File: config.mk
export PLATFORM = sky130hd
export DESIGN_NAME = mem_arbiter
export DESIGN_NICKNAME = d
export VERILOG_FILES = /design/src/rtl/mem_arb_pkg.sv /design/src/rtl/arb_starve_cnt.sv /design/src/rtl/mem_arbiter.sv
export SDC_FILE = /design/constraint.sdc
export NUM_CORES = 1
export LEC_CHECK = 0
export BUFFER_PORTS_ARGS = -buffer_cell sky130_fd_sc_hd__buf_2
export CORE_AREA = 2 2 130 132
export DETAILED_ROUTE_END_ITERATION = 7
export DIE_AREA = 0 0 132 134
export HOLD_SLACK_MARGIN = 0.15
export PLACE_DENSITY = 0.52
export SLEW_MARGIN = 10
export SYNTH_ARGS = -nofsm -noshare
export SYNTH_HDL_FRONTEND = slang
export SYNTH_SLANG_ARGS = --single-unit
File: constraint.sdc
create_clock -name clk -period 1.4 [get_ports clk]
set_input_delay 0 -clock clk [delete_from_list [all_inputs] [get_ports clk]]
set_output_delay 0 -clock clk [all_outputs]
set_load 0.05 [all_outputs]
File: src/rtl/mem_arb_pkg.sv
`default_nettype none
// ============================================================================
//  Module      : mem_arb_pkg
//  Description : Shared widths, defaults and request bundle for mem_arbiter.
//  Revision    : 1.0  initial release
// ============================================================================
package mem_arb_pkg;

    localparam int STARVE_MAX_DEFAULT = 4;
    localparam int ADDR_W             = 30;
    localparam int DATA_W             = 32;
    localparam int STRB_W             = 4;

    typedef struct packed {
        logic              we;
        logic [ADDR_W-1:0] addr;
        logic [DATA_W-1:0] wdata;
        logic [STRB_W-1:0] wstrb;
    } mem_req_t;

endpackage
`default_nettype wire

File: src/rtl/arb_starve_cnt.sv
`default_nettype none
// ============================================================================
//  Module      : arb_starve_cnt
//  Description : Saturating count of cycles m0 waits; raises force when full.
//  Revision    : 1.0  initial release
// ============================================================================
module arb_starve_cnt
    import mem_arb_pkg::*;
#(
    parameter int STARVE_MAX = STARVE_MAX_DEFAULT
) (
    input  logic clk,
    input  logic reset,
    input  logic i_m0_req,
    input  logic i_m0_gnt,
    output logic o_force_m0
);

    localparam int              CNT_W = (STARVE_MAX < 1) ? 1 : $clog2(STARVE_MAX + 1);
    localparam logic [CNT_W-1:0] C_MAX = CNT_W'(STARVE_MAX);

    logic [CNT_W-1:0] r_cnt_q;
    logic [CNT_W-1:0] w_cnt_d;

    always_comb begin
        w_cnt_d = '0;
        if (i_m0_req && !i_m0_gnt) begin
            w_cnt_d = (r_cnt_q == C_MAX) ? r_cnt_q : r_cnt_q + 1'b1;
        end
    end

    always_ff @(posedge clk) begin
        if (reset) begin
            r_cnt_q <= '0;
        end else begin
            r_cnt_q <= w_cnt_d;
        end
    end

    assign o_force_m0 = (r_cnt_q == C_MAX);

endmodule
`default_nettype wire

File: src/rtl/mem_arbiter.sv
`default_nettype none
// ============================================================================
//  Module      : mem_arbiter
//  Description : Two-port single-cycle memory arbiter, m1 priority with m0
//                starvation guard; read data returns one cycle after grant.
//  Revision    : 1.0  initial release
// ============================================================================
module mem_arbiter
    import mem_arb_pkg::*;
#(
    parameter int STARVE_MAX = STARVE_MAX_DEFAULT
) (
    input  logic              clk,
    input  logic              reset,
    input  logic              m0_req,
    input  logic              m0_we,
    input  logic [ADDR_W-1:0] m0_addr,
    input  logic [DATA_W-1:0] m0_wdata,
    input  logic [STRB_W-1:0] m0_wstrb,
    output logic              m0_gnt,
    output logic              m0_rvalid,
    output logic [DATA_W-1:0] m0_rdata,
    input  logic              m1_req,
    input  logic              m1_we,
    input  logic [ADDR_W-1:0] m1_addr,
    input  logic [DATA_W-1:0] m1_wdata,
    input  logic [STRB_W-1:0] m1_wstrb,
    output logic              m1_gnt,
    output logic              m1_rvalid,
    output logic [DATA_W-1:0] m1_rdata,
    output logic              mem_rready,
    output logic              mem_wready,
    output logic [ADDR_W-1:0] mem_raddr,
    output logic [ADDR_W-1:0] mem_waddr,
    output logic [DATA_W-1:0] mem_wdata,
    output logic [STRB_W-1:0] mem_wstrb,
    input  logic [DATA_W-1:0] mem_rdata
);

    logic     w_force_m0;
    logic     w_m0_gnt;
    logic     w_m1_gnt;
    logic     w_any_gnt;
    mem_req_t w_m0_fields;
    mem_req_t w_m1_fields;
    mem_req_t w_sel;
    logic     r_m0_rvalid_q;
    logic     r_m1_rvalid_q;
    logic     w_m0_rvalid_d;
    logic     w_m1_rvalid_d;

    arb_starve_cnt #(
        .STARVE_MAX (STARVE_MAX)
    ) u_starve_cnt (
        .clk        (clk),
        .reset      (reset),
        .i_m0_req   (m0_req),
        .i_m0_gnt   (w_m0_gnt),
        .o_force_m0 (w_force_m0)
    );

    assign w_m0_gnt  = !reset && m0_req && (w_force_m0 || !m1_req);
    assign w_m1_gnt  = !reset && m1_req && !w_m0_gnt;
    assign w_any_gnt = w_m0_gnt || w_m1_gnt;

    assign w_m0_fields = '{we: m0_we, addr: m0_addr, wdata: m0_wdata, wstrb: m0_wstrb};
    assign w_m1_fields = '{we: m1_we, addr: m1_addr, wdata: m1_wdata, wstrb: m1_wstrb};
    // Idle buses park on m1 so the common load/store path needs no extra mux state.
    assign w_sel       = w_m0_gnt ? w_m0_fields : w_m1_fields;

    assign m0_gnt     = w_m0_gnt;
    assign m1_gnt     = w_m1_gnt;
    assign mem_rready = w_any_gnt && !w_sel.we;
    assign mem_wready = w_any_gnt && w_sel.we;
    assign mem_raddr  = w_sel.addr;
    assign mem_waddr  = w_sel.addr;
    assign mem_wdata  = w_sel.wdata;
    assign mem_wstrb  = w_sel.wstrb;

    always_comb begin
        w_m0_rvalid_d = w_m0_gnt && !m0_we;
        w_m1_rvalid_d = w_m1_gnt && !m1_we;
    end

    always_ff @(posedge clk) begin
        if (reset) begin
            r_m0_rvalid_q <= 1'b0;
            r_m1_rvalid_q <= 1'b0;
        end else begin
            r_m0_rvalid_q <= w_m0_rvalid_d;
            r_m1_rvalid_q <= w_m1_rvalid_d;
        end
    end

    // A read granted just before reset must not surface while reset is held.
    assign m0_rvalid = r_m0_rvalid_q && !reset;
    assign m1_rvalid = r_m1_rvalid_q && !reset;
    assign m0_rdata  = mem_rdata;
    assign m1_rdata  = mem_rdata;

endmodule
`default_nettype wire

==> flow_summary.json, run 1 <==
{
  "fin_crit_sh_pct": 130,
  "vias_per_cell": 3.37,
  "drt_iter0_drc": 61,
  "grt_pass1_wl_um": 11400,
  "min_from": "reset",
  "cts-root-buf": "clkbuf_16",
  "vias": 2060,
  "dp_hpwl_um": 6880,
  "rows": 47,
  "relSlewSlack_pct": 34.0,
  "drt_wl_total_um": 8600,
  "critPathArrivalTime_ns": 1.81,
  "r2r_setup_slack_ns": 0.14,
  "numPortBuffers": 239,
  "antenna_found_initial": 0,
  "violations": "negative setup slack",
  "grt_overflow": 0,
  "syn_nets": 368,
  "end_kind": "output port",
  "hold_end": "r_m1_rvalid_q",
  "cts_made_buffers": 3,
  "die_y_um": 134,
  "max_freq_mhz": 552,
  "worstPathMaxFanout": 14,
  "status": "finished with violations",
  "insertion_delay_ns": 0.23,
  "grt_pass1_vias": 2024,
  "path_class": "reg -> out",
  "r2r_end": "r_m0_rvalid_q",
  "drc": 0,
  "holdPathStages": 4,
  "syn2layout_area_growth_pct": 116,
  "max-vdd-ir-drop_uv": 231,
  "ios": 336,
  "r2r-start": "u_starve_cnt.r_cnt_q[1]",
  "path_buf_inv": 4,
  "grtUsageTotal_pct": 8.40,
  "die_width_um": 132,
  "postRouteAntennaNets": 0,
  "ys_warn_count": 0,
  "tightest_slew_ns": 0.987,
  "leakage_uw": 0.00198,
  "synth_cells": 196,
  "muxShareOfSynthArea_pct": 43.1,
  "crit_path_cell_trace": "inv_2 -> ha_4 -> nand2_4 -> a21oi_4 -> buf_12 -> buf_16 -> mux2_4 -> buf_2",
  "crit_family": "buffers and inverters",
  "slowest_delay_ns": 0.31,
  "finalSetupViolCount": 100,
  "cts-htree-levels": 1,
  "maxCapViolCount": 0,
  "final_hold_viol_count": 0,
  "first_pass_iters": 4,
  "crit_path_start_kind": "flop",
  "rsz0062_at_grt": "yes",
  "initial_core_util_pct": 11.0,
  "wire_per_inst_um": 14.1,
  "cts_num_sinks": 5,
  "path_clk_slew_ns": 0.03,
  "cts_buffer_depth": 2,
  "hp-class": "in -> reg",
  "synth_xor_area_share_pct": 0,
  "syn-mean-instance-area_um2": 9.15,
  "nets": 564,
  "ys_seq_area_share_pct": 5.58,
  "gp_congestion": 0.698,
  "die_area_mm2": 0.0177,
  "setup_tns_ns": -36.63,
  "ys_seq_elements": 5,
  "postCtsSetupBuffers": 0,
  "core-area_mm2": 0.0163,
  "synth_top_family_by_area": "buffers and inverters",
  "cts_tree": "yes",
  "required_ns": 1.40,
  "dp_cells": 571,
  "synth-adder-area-share_pct": 1.40,
  "drive_above_1_share_pct": 85.7,
  "synth_compound_area_share_pct": 0.907,
  "synth_simple_gate_area_share_pct": 4.61,
  "fin_skew_ns": 0.000308,
  "ys_types": 15,
  "diodes": 0,
  "crit_slowest_cell": "dfxtp_2",
  "syn_area_mm2": 0.00179,
  "grt_max_degree": 21,
  "powerDensity_mw_per_mm2": 735,
  "slew_viol_final": 0,
  "reg2regPathDepth": 7,
  "layoutNonFillerInstCount": 611,
  "fin_ws_ns": -0.413,
  "period_minus_slack_ns": 1.81
}
==> kinds of logic (layout without fill, tap and decap cells) <==
group | count (synthesis) | in the layout
AND/OR/NAND/NOR | 15 | 15
flip-flops | 5 | 5
buffers and inverters | 104 | 299
multiplexers | 69 | 69
AO/OA/AOI/OAI | 1 | 1
adder cells (fa/ha/maj) | 2 | 2
==> final cells by class <==
class                   count  area [µm²]
repair buffers            292        2220
well taps                 220         275
flip-flops and latches      5         103
inverters                   3        11.3
clock buffers               4        78.8
fillers                  1735       12400
multi-input cells          87        1180
==> where the power goes <==
group / internal [µW] / switching (µW) / total (µW) / leakage (µW)
Combinational: 778 / 1440 / 2220 / 0.00190
Sequential: 147 / 1.20 / 148 / 0.0000416
Clock: 378 / 95.7 / 473 / 0.0000382
Total: 1300 / 1540 / 2840 / 0.00198
==> tightest hold or removal path, delay by kind of cell <==
kind | cells | cell delay [ns]
buffers and inverters | 1 | 0.11
AND/OR/NAND/NOR | 3 | 0.25
==> routing by layer <==
metal	up-vias	part of all wire (%)	track usage (%)
li1	956	-	-
met1	927	39	10.2
met2	170	49	14.4
met3	7	11	2.87
met4	0	0.62	1.69
met5	-	0	0
==> cells in the mapped netlist <==
library cell	count	area (µm²)
a21oi_4	1	16.3
buf_6	7	78.8
mux2_2	66	743
inv_1	3	11.3
ha_1	2	25.0
buf_4	94	706
dfxtp_1	5	100
nand2b_1	2	12.5
nor2b_1	4	25.0
and2_1	1	6.26
nor3b_1	1	7.51
mux2i_1	3	30.0
and4_1	1	8.76
nand2_1	3	11.3
nor2_1	3	11.3
==> placed cells by master (no fill, tap or decap) <==
cell	Yosys	layout
clkbuf_16	0	4
nand2_4	0	1
mux2_4	0	64
and4_1	1	1
buf_6	7	61
mux2i_4	0	2
inv_1	3	1
ha_4	0	1
buf_2	0	142
and2_1	1	1
dfxtp_2	0	2
dlygate4sd3_1	0	35
nor2b_1	4	4
nand2_1	3	2
nand2b_1	2	2
a21oi_4	1	1
ha_1	2	1
inv_2	0	2
buf_12	0	2
dfxtp_1	5	3
nor2_1	3	3
mux2i_1	3	1
nor3b_1	1	1
clkbuf_1	0	1
buf_16	0	1
mux2_2	66	2
buf_4	94	50
==> flip-flops by register name, indices dropped and copies added, names as in the netlist <==
signal,cells
r_m1_rvalid_q,1
u_starve_cnt.r_cnt_q,3
r_m0_rvalid_q,1
==> how the worst max path moves through the flow <==
stage / slack [ns] / end / startpoint / cells after the start
after floorplan: -0.26 / mem_waddr[26] / u_starve_cnt.r_cnt_q[1] / 7
after global placement: -0.19 / mem_waddr[13] / u_starve_cnt.r_cnt_q[1] / 8
after detailed placement: -0.22 / mem_waddr[12] / u_starve_cnt.r_cnt_q[1] / 8
after CTS: -0.47 / mem_waddr[12] / u_starve_cnt.r_cnt_q[1] / 8
after global routing: -0.48 / mem_waddr[12] / u_starve_cnt.r_cnt_q[1] / 8
final: -0.41 / mem_waddr[12] / u_starve_cnt.r_cnt_q[1] / 8
==> what timing repair did <==
item / in CTS / in global routing
endpoints found under the setup margin: 100 / 100
hold endpoints to repair: 69 / 0
gates resized for setup: 143 / 16
hold buffers: 35 / 0
gates cloned: 0 / 1
==> through the flow <==
step	cell area [µm²]	utilization, %	setup WS [ns]	hold slack (ns)	total power [µW]
finish	3870	23.7	-0.413	0.186	2840
floorplan	2310	-	-0.261	0.121	1930
CTS	3780	23.2	-0.469	0.190	2830
global route	3870	23.7	-0.480	0.231	2940
detailed placement	2930	18.0	-0.221	0.000497	1690
global placement	2930	18.0	-0.194	0.000497	1690
(Power assumes the default switching activity.)
==> inputs of run 2 (changes only) <==
- PLACE_DENSITY: 0.52 -> 0.41
==> flow_summary.json, run 2 (synthesis gave the netlist of run 1 again) <==
{
  "hp-class": "in -> reg",
  "crit_top_cell": "buf_12",
  "status": "finished with violations",
  "end_kind": "output port",
  "crit_path_cell_trace": "inv_2 -> ha_4 -> nand2_4 -> a21oi_4 -> buf_12 -> buf_12 -> mux2_4 -> buf_4",
  "grt_max_degree": 16,
  "final_common_cell": "buf_2",
  "dp_hpwl_um": 6460,
  "grt_overflow": 0,
  "violations": "negative setup slack",
  "relSlewSlack_pct": 33.2,
  "crit_family": "buffers and inverters",
  "cts-htree-levels": 1,
  "min_from": "reset",
  "hold_end": "u_starve_cnt.r_cnt_q[2]",
  "slew_viol_final": 0,
  "max-vdd-ir-drop_uv": 370,
  "powerDensity_mw_per_mm2": 736,
  "fin_ws_ns": -0.417,
  "drive_above_1_share_pct": 85.7,
  "top_register": "u_starve_cnt.r_cnt_q",
  "rsz0062_at_grt": "yes",
  "grtUsageTotal_pct": 7.49,
  "finalSetupViolCount": 100,
  "drt_iter0_drc": 33,
  "largest_reg_flops": 3,
  "insertion_delay_ns": 0.22,
  "period_minus_slack_ns": 1.82,
  "final_hold_viol_count": 0,
  "slowest_delay_ns": 0.32,
  "fin_skew_ns": 0.000884,
  "required_ns": 1.40,
  "path_clk_slew_ns": 0.03,
  "core-area_mm2": 0.0163,
  "reg2regPathDepth": 7,
  "r2r-start": "u_starve_cnt.r_cnt_q[1]",
  "final_area_mm2": 0.00374,
  "nets": 565,
  "max_freq_mhz": 550,
  "first_pass_iters": 3,
  "cts_buffer_depth": 2,
  "vias": 2068,
  "initial_core_util_pct": 11.0,
  "largest_registers": "u_starve_cnt.r_cnt_q: 3 flops, r_m0_rvalid_q: 1 flops, r_m1_rvalid_q: 1 flops",
  "maxCapViolCount": 0,
  "die_area_mm2": 0.0177,
  "ios": 336,
  "numPortBuffers": 239,
  "placed_area_mm2": 0.00293,
  "r2r_setup_slack_ns": 0.19,
  "hold_slack_ns": 0.244,
  "layout_common_cells": "buf_2, buf_4, mux2_4",
  "grt_pass1_vias": 2072,
  "fin_crit_sh_pct": 130,
  "cts_tree": "yes",
  "crit_path_start_kind": "flop",
  "holdPathStages": 5,
  "grt_pass1_wl_um": 10600,
  "cts_made_buffers": 3,
  "r2r_end": "r_m0_rvalid_q",
  "tightest_slew_ns": 0.999,
  "crit_slowest_cell": "dfxtp_2",
  "diodes": 0,
  "cts-root-buf": "clkbuf_16",
  "path_class": "reg -> out",
  "die_y_um": 134,
  "wire_per_inst_um": 12.5,
  "path_buf_inv": 4,
  "rows": 47,
  "worstPathMaxFanout": 15,
  "gp_congestion": 0.785,
  "critPathArrivalTime_ns": 1.82,
  "leakage_uw": 0.00194,
  "die_width_um": 132,
  "postRouteAntennaNets": 0,
  "totalPowerFinal_uw": 2760,
  "cts_num_sinks": 5,
  "syn2layout_area_growth_pct": 109,
  "vias_per_cell": 3.38,
  "antenna_found_initial": 1,
  "drc": 0,
  "drt_wl_total_um": 7630
}
-- run 2: layer usage --
layer | part of all wire, % | global-route usage (%) | wire length, µm | vias to the layer above
met5 | 0.17 | 0 | 13 | -
met4 | 1.4 | 1.69 | 108 | 2
met3 | 12 | 2.68 | 904 | 14
met2 | 54 | 15.1 | 4130 | 190
met1 | 32 | 7.21 | 2480 | 909
li1 | - | - | - | 953
-- run 2: report_power, final --
group,switching [µW],internal [µW]
Sequential,1.25,147
Clock,85.6,377
Combinational,1410,736
-- run 2: layout make-up --
| cell class | instances | area, µm² |
|---|---|---|
| Clock buffer | 4 | 78.8 |
| Fill cell | 1766 | 12500 |
| Inverter | 3 | 11.3 |
| Multi-Input combinational cell | 87 | 1180 |
| Sequential cell | 5 | 103 |
| Tap cell | 220 | 275 |
| Timing Repair Buffer | 293 | 2090 |
-- run 2: worst max-delay path by stage --
stage | to | startpoint | depth (start not counted)
6_report | mem_raddr[7] | u_starve_cnt.r_cnt_q[1] | 8
5_1_grt | mem_raddr[7] | u_starve_cnt.r_cnt_q[1] | 8
4_1_cts | mem_waddr[26] | u_starve_cnt.r_cnt_q[1] | 8
3_5_place_dp | mem_wstrb[1] | u_starve_cnt.r_cnt_q[1] | 8
3_3_place_gp | mem_wstrb[0] | u_starve_cnt.r_cnt_q[1] | 8
2_1_floorplan | mem_waddr[26] | u_starve_cnt.r_cnt_q[1] | 7
-- run 2: worst min-delay path: stages --
cell and delay [ns]:
buf_2 0.09, buf_4 0.10, nor2b_1 0.09, nand2_1 0.10
nor2_1 0.04
-- run 2: repair_timing --
item | CTS | global route
setup buffers | 1 | 0
hold buffers | 35 | 0
hold endpoints to repair | 69 | 0
gates resized for setup | 129 | 2
endpoints found under the setup margin | 100 | 100
-- run 2: per-stage QoR --
step / TNS (ns) / instances / utilization (%) / worst slack, ns
3_3_place_gp: -16.80 / 572 / 18.0 / -0.209
5_1_grt: -44.61 / 612 / 23.0 / -0.492
6_report: -37.40 / 612 / 23.0 / -0.417
3_5_place_dp: -19.12 / 572 / 18.0 / -0.233
4_1_cts: -39.68 / 612 / 22.9 / -0.438
2_1_floorplan: -12.44 / 196 / - / -0.261
